==> config.mk <==
export PLATFORM = sky130hd
export DESIGN_NAME = stage_sequencer
export DESIGN_NICKNAME = d
export VERILOG_FILES = /design/src/rtl/stage_sequencer.sv
export SDC_FILE = /design/constraint.sdc
export NUM_CORES = 1
export LEC_CHECK = 0
export ABC_AREA = 1
export ABC_CLOCK_PERIOD_IN_PS = 1320
export CAP_MARGIN = 5
export CORE_ASPECT_RATIO = 0.8
export CORE_MARGIN = 10
export CORE_UTILIZATION = 49
export DETAILED_ROUTE_END_ITERATION = 10
export GPL_ROUTABILITY_DRIVEN = 0
export PLACE_DENSITY_LB_ADDON = 0.1
export SYNTH_ARGS = -nofsm -noshare
export SYNTH_HDL_FRONTEND = slang
export SYNTH_SLANG_ARGS = --single-unit
==> constraint.sdc <==
create_clock -name clk -period 1.32 [get_ports clk]
set_input_delay 0.264 -clock clk [delete_from_list [all_inputs] [get_ports clk]]
set_output_delay 0.264 -clock clk [all_outputs]
set_load 0.05 [all_outputs]
==> src/rtl/stage_sequencer.sv <==
// stage_sequencer: one-hot N-stage sequencer with per-stage dwell, one-shot/loop, abort; STAGE_SEQ_DIR_EN adds a descending-direction option
module stage_sequencer #(
   parameter int NUM_STAGES = 6,
   parameter int DWELL_W    = 4
) (
   input  logic                          clk,
   input  logic                          rst,
   input  logic                          start,
   input  logic                          shift,
   input  logic                          mode,
   input  logic [DWELL_W-1:0]            dwell,
   input  logic                          abort,
`ifdef STAGE_SEQ_DIR_EN
   input  logic                          dir,
`endif
   output logic [NUM_STAGES-1:0]         out,
   output logic [$clog2(NUM_STAGES)-1:0] stage_idx,
   output logic                          busy,
   output logic                          done
);
   localparam int IW = $clog2(NUM_STAGES);
   localparam logic [0:0] IDLE = 1'b0;
   localparam logic [0:0] RUN  = 1'b1;
   localparam logic [NUM_STAGES-1:0] FIRST_UP = NUM_STAGES'(1);
   localparam logic [NUM_STAGES-1:0] FIRST_DN = FIRST_UP << (NUM_STAGES - 1);
   localparam logic [IW-1:0] TOP = IW'(NUM_STAGES - 1);

   logic               dir_in;
   logic [0:0]         state;
   logic [DWELL_W-1:0] cnt;
   logic [DWELL_W-1:0] dwell_q;
   logic               mode_q;
   logic               dir_q;
   logic               last;

`ifdef STAGE_SEQ_DIR_EN
   assign dir_in = dir;
`else
   assign dir_in = 1'b0;
`endif

   assign last = dir_q ? (stage_idx == '0) : (stage_idx == TOP);
   assign busy = (state == RUN);

   // sequencing state: abort wins, IDLE waits for start, RUN advances on shift-qualified dwell expiry
   always_ff @(posedge clk or negedge rst) begin
      if (!rst) begin
         state     <= IDLE;
         out       <= '0;
         stage_idx <= '0;
         done      <= 1'b0;
         cnt       <= '0;
         dwell_q   <= '0;
         mode_q    <= 1'b0;
         dir_q     <= 1'b0;
      end else begin
         done <= 1'b0;
         if (abort) begin
            state     <= IDLE;
            out       <= '0;
            stage_idx <= '0;
            cnt       <= '0;
         end else if (state == IDLE) begin
            if (start) begin
               state     <= RUN;
               out       <= dir_in ? FIRST_DN : FIRST_UP;
               stage_idx <= dir_in ? TOP : '0;
               cnt       <= '0;
               dwell_q   <= dwell;
               mode_q    <= mode;
               dir_q     <= dir_in;
            end
         end else if (shift) begin
            if (cnt == dwell_q) begin
               cnt <= '0;
               if (last) begin
                  done <= 1'b1;
                  if (mode_q) begin
                     out       <= dir_q ? FIRST_DN : FIRST_UP;
                     stage_idx <= dir_q ? TOP : '0;
                  end else begin
                     state     <= IDLE;
                     out       <= '0;
                     stage_idx <= '0;
                  end
               end else begin
                  out       <= dir_q ? out >> 1 : out << 1;
                  stage_idx <= dir_q ? stage_idx - IW'(1) : stage_idx + IW'(1);
               end
            end else begin
               cnt <= cnt + DWELL_W'(1);
            end
         end
      end
   end
endmodule

# Word-level counts from Yosys, hierarchy flattened
# Cells that the tools add are included.
[totals]
ff_bits = 20
inputBits = 10
output_inout_bits = 11
word_cells = 49
[op_classes]
addsub = 2
eq_ne = 4
n_mux = 30
bitwise_logic = 2
n_reduce_logical = 4
[op_table]
columns = ["cell", "n"]
rows = [
  ["6-bit two-way mux", 6],
  ["4-bit two-way mux", 5],
  ["3-bit two-way mux", 6],
  ["1-bit two-way mux", 13],
  ["3-bit AND reduction", 2],
  ["4-bit by 1-bit adder with 4-bit output (second input constant)", 1],
  ["4-bit == test", 1],
  ["3-bit by 1-bit adder with 3-bit output (second input constant)", 1],
  ["3-bit == test (second input constant)", 1],
  ["3-bit by 2-bit inequality test with 1-bit output (second input constant)", 1],
  ["3-bit inequality test (second input constant)", 1],
  ["3-bit nonzero test", 1],
  ["1-bit inverter", 2],
  ["2-bit AND reduction", 1],
]

# Logic depth before layout (Yosys ltp)
[depth]
depth_word = 6
mapped_depth = 9
depth_no_buf = 9

# Worst setup path before layout
# Ideal clock, no wire load.
[synth_timing]
path_kind = "reg2reg"
from = "register state (netlist: busy)"
to = "register out[0]"
setup_ns = 0.119
t_arrival_ns = 1.335
t_required_ns = 1.201
setup_slack_ns = -0.134
stages_incl_launch_ff = 6
n_path_buf = 1
synth_period_minus_slack_ns = 1.454
cell_sequence = "dfrtp_1 > nand2_1 > o21a_1 > buf_4 > nand3_1 > nand2_1"
[synth_between]
elab_chain_cells = 2
elab_cells_between_ends = 6
cone_classes = "2 x eq/ne; 2 x mux; 2 x reduce/logical"
[synth_lines]
columns = ["element", "line", "rtl"]
rows = [
  ["from (decl)", "29", "logic [0:0] state;"],
  ["from (signal assigned)", "48", "state <= IDLE;"],
  ["from (signal assigned)", "59", "state <= IDLE;"],
  ["from (signal assigned)", "65", "state <= RUN;"],
  ["3-bit by 2-bit inequality test with 1-bit output (no line), or another cell as far along", "-", ""],
  ["3-bit AND reduction (no line) or 6-bit two-way mux (tied branches)", "-", ""],
  ["to (signal assigned)", "66", "out <= dir_in ? FIRST_DN : FIRST_UP;"],
  ["to (signal assigned)", "79", "out <= dir_q ? FIRST_DN : FIRST_UP;"],
  ["to (signal assigned)", "87", "out <= dir_q ? out >> 1 : out << 1;"],
  ["to (decl)", "16", "output logic [NUM_STAGES-1:0] out,"],
]
# Parallel ways exist; a longest one is shown, timed or not.
# A chain may end at the register's enable or synchronous reset.

# Final worst setup path
[layout_timing]
from = "input port abort"
to = "register out[3]"
[layout_between]
elab_chain_cells = 2
elab_cells_between_ends = 5
cone_classes = "2 x eq/ne; 1 x mux; 2 x reduce/logical"
[layout_lines]
columns = ["element", "line", "rtl"]
rows = [
  ["from (decl)", "12", "input logic abort,"],
  ["3-bit by 2-bit inequality test with 1-bit output (no line), or another cell as far along", "-", ""],
  ["3-bit AND reduction (no line)", "-", ""],
]
# Parallel ways exist; a longest one is shown, timed or not.

==> flow_summary.ini <==
[run_status]
outcome = finished clean

[detailed_routing]
drc = 0
drt_iter0_drc = 52
vias_per_cell = 5.09
post_drt_wl_per_cell_um = 13.1
route.antenna.remaining_nets = 0
dr.pass1.iters = 4
routed_wl_um = 2620
via_count = 1018

[timing]
fin_skew_ns = 0.00136
finalCritPeriodShare_pct = 97.3
rsz0062_at_grt = true
whs_ns = 0.284
fin_crit_ns = 1.28
tightest_slew_ns = 0.262
finalWorstSetupSlack_ns = 0.0360
drv_slew = 0
hold_violations = 0
maxSlewHeadroom_pct = 82.6
fmax_mhz = 779
setup_viol = 0

[global_routing]
grt_pass1_vias = 941
gr-total-overflow = 0
antenna_found_initial = 0
grt_start_max_net_pins = 21
grt_pass1_wl_um = 4110
track_usage_pct = 11.6

[placed_design]
dp_hpwl_um = 1970
portBuffers = 20
pre_cts_ws_ns = -0.252

[critical_path]
crit_family = buffers and inverters
arrival_ns = 1.49
cp-startpoint = abort
critPathLaunchType = input port
path_buf_inv = 3
crit_path_frequent_cell = nand2_1
cpPeakStageDelay_ns = 0.47
r2r_start = cnt[2]
endpoint_kind = flip-flop
crit_type = input port to flip-flop
crit_path_cell_trace = clkdlybuf4s50_1 > inv_2 > nand2_1 > o21a_2 > buf_4 > nand3_1 > nand2_1
cp_slowest_cell = clkdlybuf4s50_1
worst-path-max-fanout = 7
cp.required_ns = 1.52

[layout]
multi_input_area_sq_um = 469
syn_to_final_growth_pct = 48.2
drive_gt1_share_pct = 29.0
fin_nets = 188
final-seq-area_sq_um = 504
diodes = 0
num-fill-cells = 117

[synthesis]
ys_types = 22
synth_top_family_by_area = simple AND/OR/NAND/NOR gates
yosysTopAreaCell = dfrtp_1
ys_top_cells_by_area = dfrtp_1, nand2_1, nand3_1
synth_top_cell_area_share_pct = 48.1
ys.warnings.count = 0
synth_mux_area_share_pct = 1.08
yosys.area_share.simple_pct = 33.7
netlist_instances = 138
synthAdderAreaFrac_pct = 1.20
synth_area_per_cell_sq_um = 7.54
synth_compound_area_share_pct = 6.61
ys_ff_latch = 20
ys_seq_area_share_pct = 48.1
synthXorXnorAreaFrac_pct = 0
syn_area_sq_um = 1040
synth_fp_nets = 149

[clock_tree]
root_buffer = clkbuf_4
htree_levels = 1
cts_hold_buffers = 0
cts_buffers = 3
clk-insertion-delay-late_ns = 0.30
cts_buffer_depth = 2
cts_tree = built
cts_sinks = 20
path_clk_slew_ns = 0.11

[die]
core_sq_um = 1940
die_h_um = 61.2
row_count = 14
boundaryPins = 21
die_width_um = 71.5
start_util_pct = 53.5
die-area_sq_um = 4380

[min_path]
hold_class = input port to async pin

[power_and_ir_drop]
p_leak_nw = 0.757
powerDensity_nw_per_um2 = 1220
p_total_w = 0.00188
vdd_ir_drop_max_mv = 1.02

[run]
maxCapViolations = 0
[report_power, final]
group / leakage [nW] / total (W) / internal, W / switching [W]
registers: 0.254 / 0.000797 / 0.000714 / 0.0000829
logic: 0.488 / 0.000782 / 0.000353 / 0.000429
clock network: 0.0150 / 0.000303 / 0.000118 / 0.000185
total: 0.757 / 0.00188 / 0.00119 / 0.000696
[layout by cell type (no fill, tap or decap), drive strengths merged]
master and count:
ha 1, nand4 2, a21oi 7, o21ai 4, dfrtp 20, nor2 16
o21a 1, nor3 1, o22ai 1, mux2 1, clkdlybuf4s50 9, nand2 47
buf 27, clkbuf 4, or2 1, nand3 14, inv 20
[through the flow]
| step | setup TNS (ns) | util [%] | instance area (sq um) | cells |
|---|---|---|---|---|
| 4_1_cts | 0 | 76.4 | 1490 | 197 |
| 6_report | 0 | 79.3 | 1540 | 200 |
| 3_5_place_dp | -3.32 | 75.1 | 1460 | 193 |
| 2_1_floorplan | 0 | - | 1040 | 138 |
| 3_3_place_gp | -2.61 | 75.1 | 1460 | 193 |
| 5_1_grt | -0.155 | 79.3 | 1540 | 200 |
[final cells by class]
cell class	count	area share [%]
Sequential cell	20	32.7
Multi-Input combinational cell	96	30.4
Timing Repair Buffer	36	28.4
Inverter	20	4.87
Tap cell	24	1.95
Clock buffer	4	1.70
[Yosys cell counts (all sizes together)]
library cell  count
o21a              1
nand4             2
nor2             16
buf               2
o21ai             4
nand3            14
nand2            47
or2               1
a21oi             7
o22ai             1
inv              20
dfrtp            20
nor3              1
ha                1
mux2              1
[flip-flops by register name, summed over array words and instances, names as in the netlist]
signal / cells
dwell_q: 4
mode_q: 1
done: 1
stage_idx: 3
cnt: 4
busy: 1
out: 6
[logic make-up after synthesis]
group                    count (synthesis)
AND/OR/NAND/NOR                         81
buffers and inverters                   22
flip-flops                              20
AO/OA/AOI/OAI                           13
multiplexers                             1
adder cells (fa/ha/maj)                  1
[worst paths after layout]
path | endpoint | slack [ns] | cells after the start
max in group asynchronous | busy | 0.81 | 2
max | out[3] | 0.04 | 7
min in group clk | dwell_q[1] | 0.52 | 3
min reg2reg | dwell_q[2] | 0.54 | 2
max reg2reg | cnt[0] | 0.04 | 8
min | dwell_q[3] | 0.28 | 2
[routing by layer]
layer	wire, um	GRT usage [%]	part of all wire, %
met5	0	0	0
met4	0	2.20	0
met3	234	5.31	8.9
met2	1270	19.1	48
met1	1120	13.8	43
[repair_timing]
item                                    4_1_cts  5_1_grt
endpoints found under the setup margin        0       14
gates resized for setup                       0       11
buffers inserted                              0        3
Power figures use the tool's default switching activity.
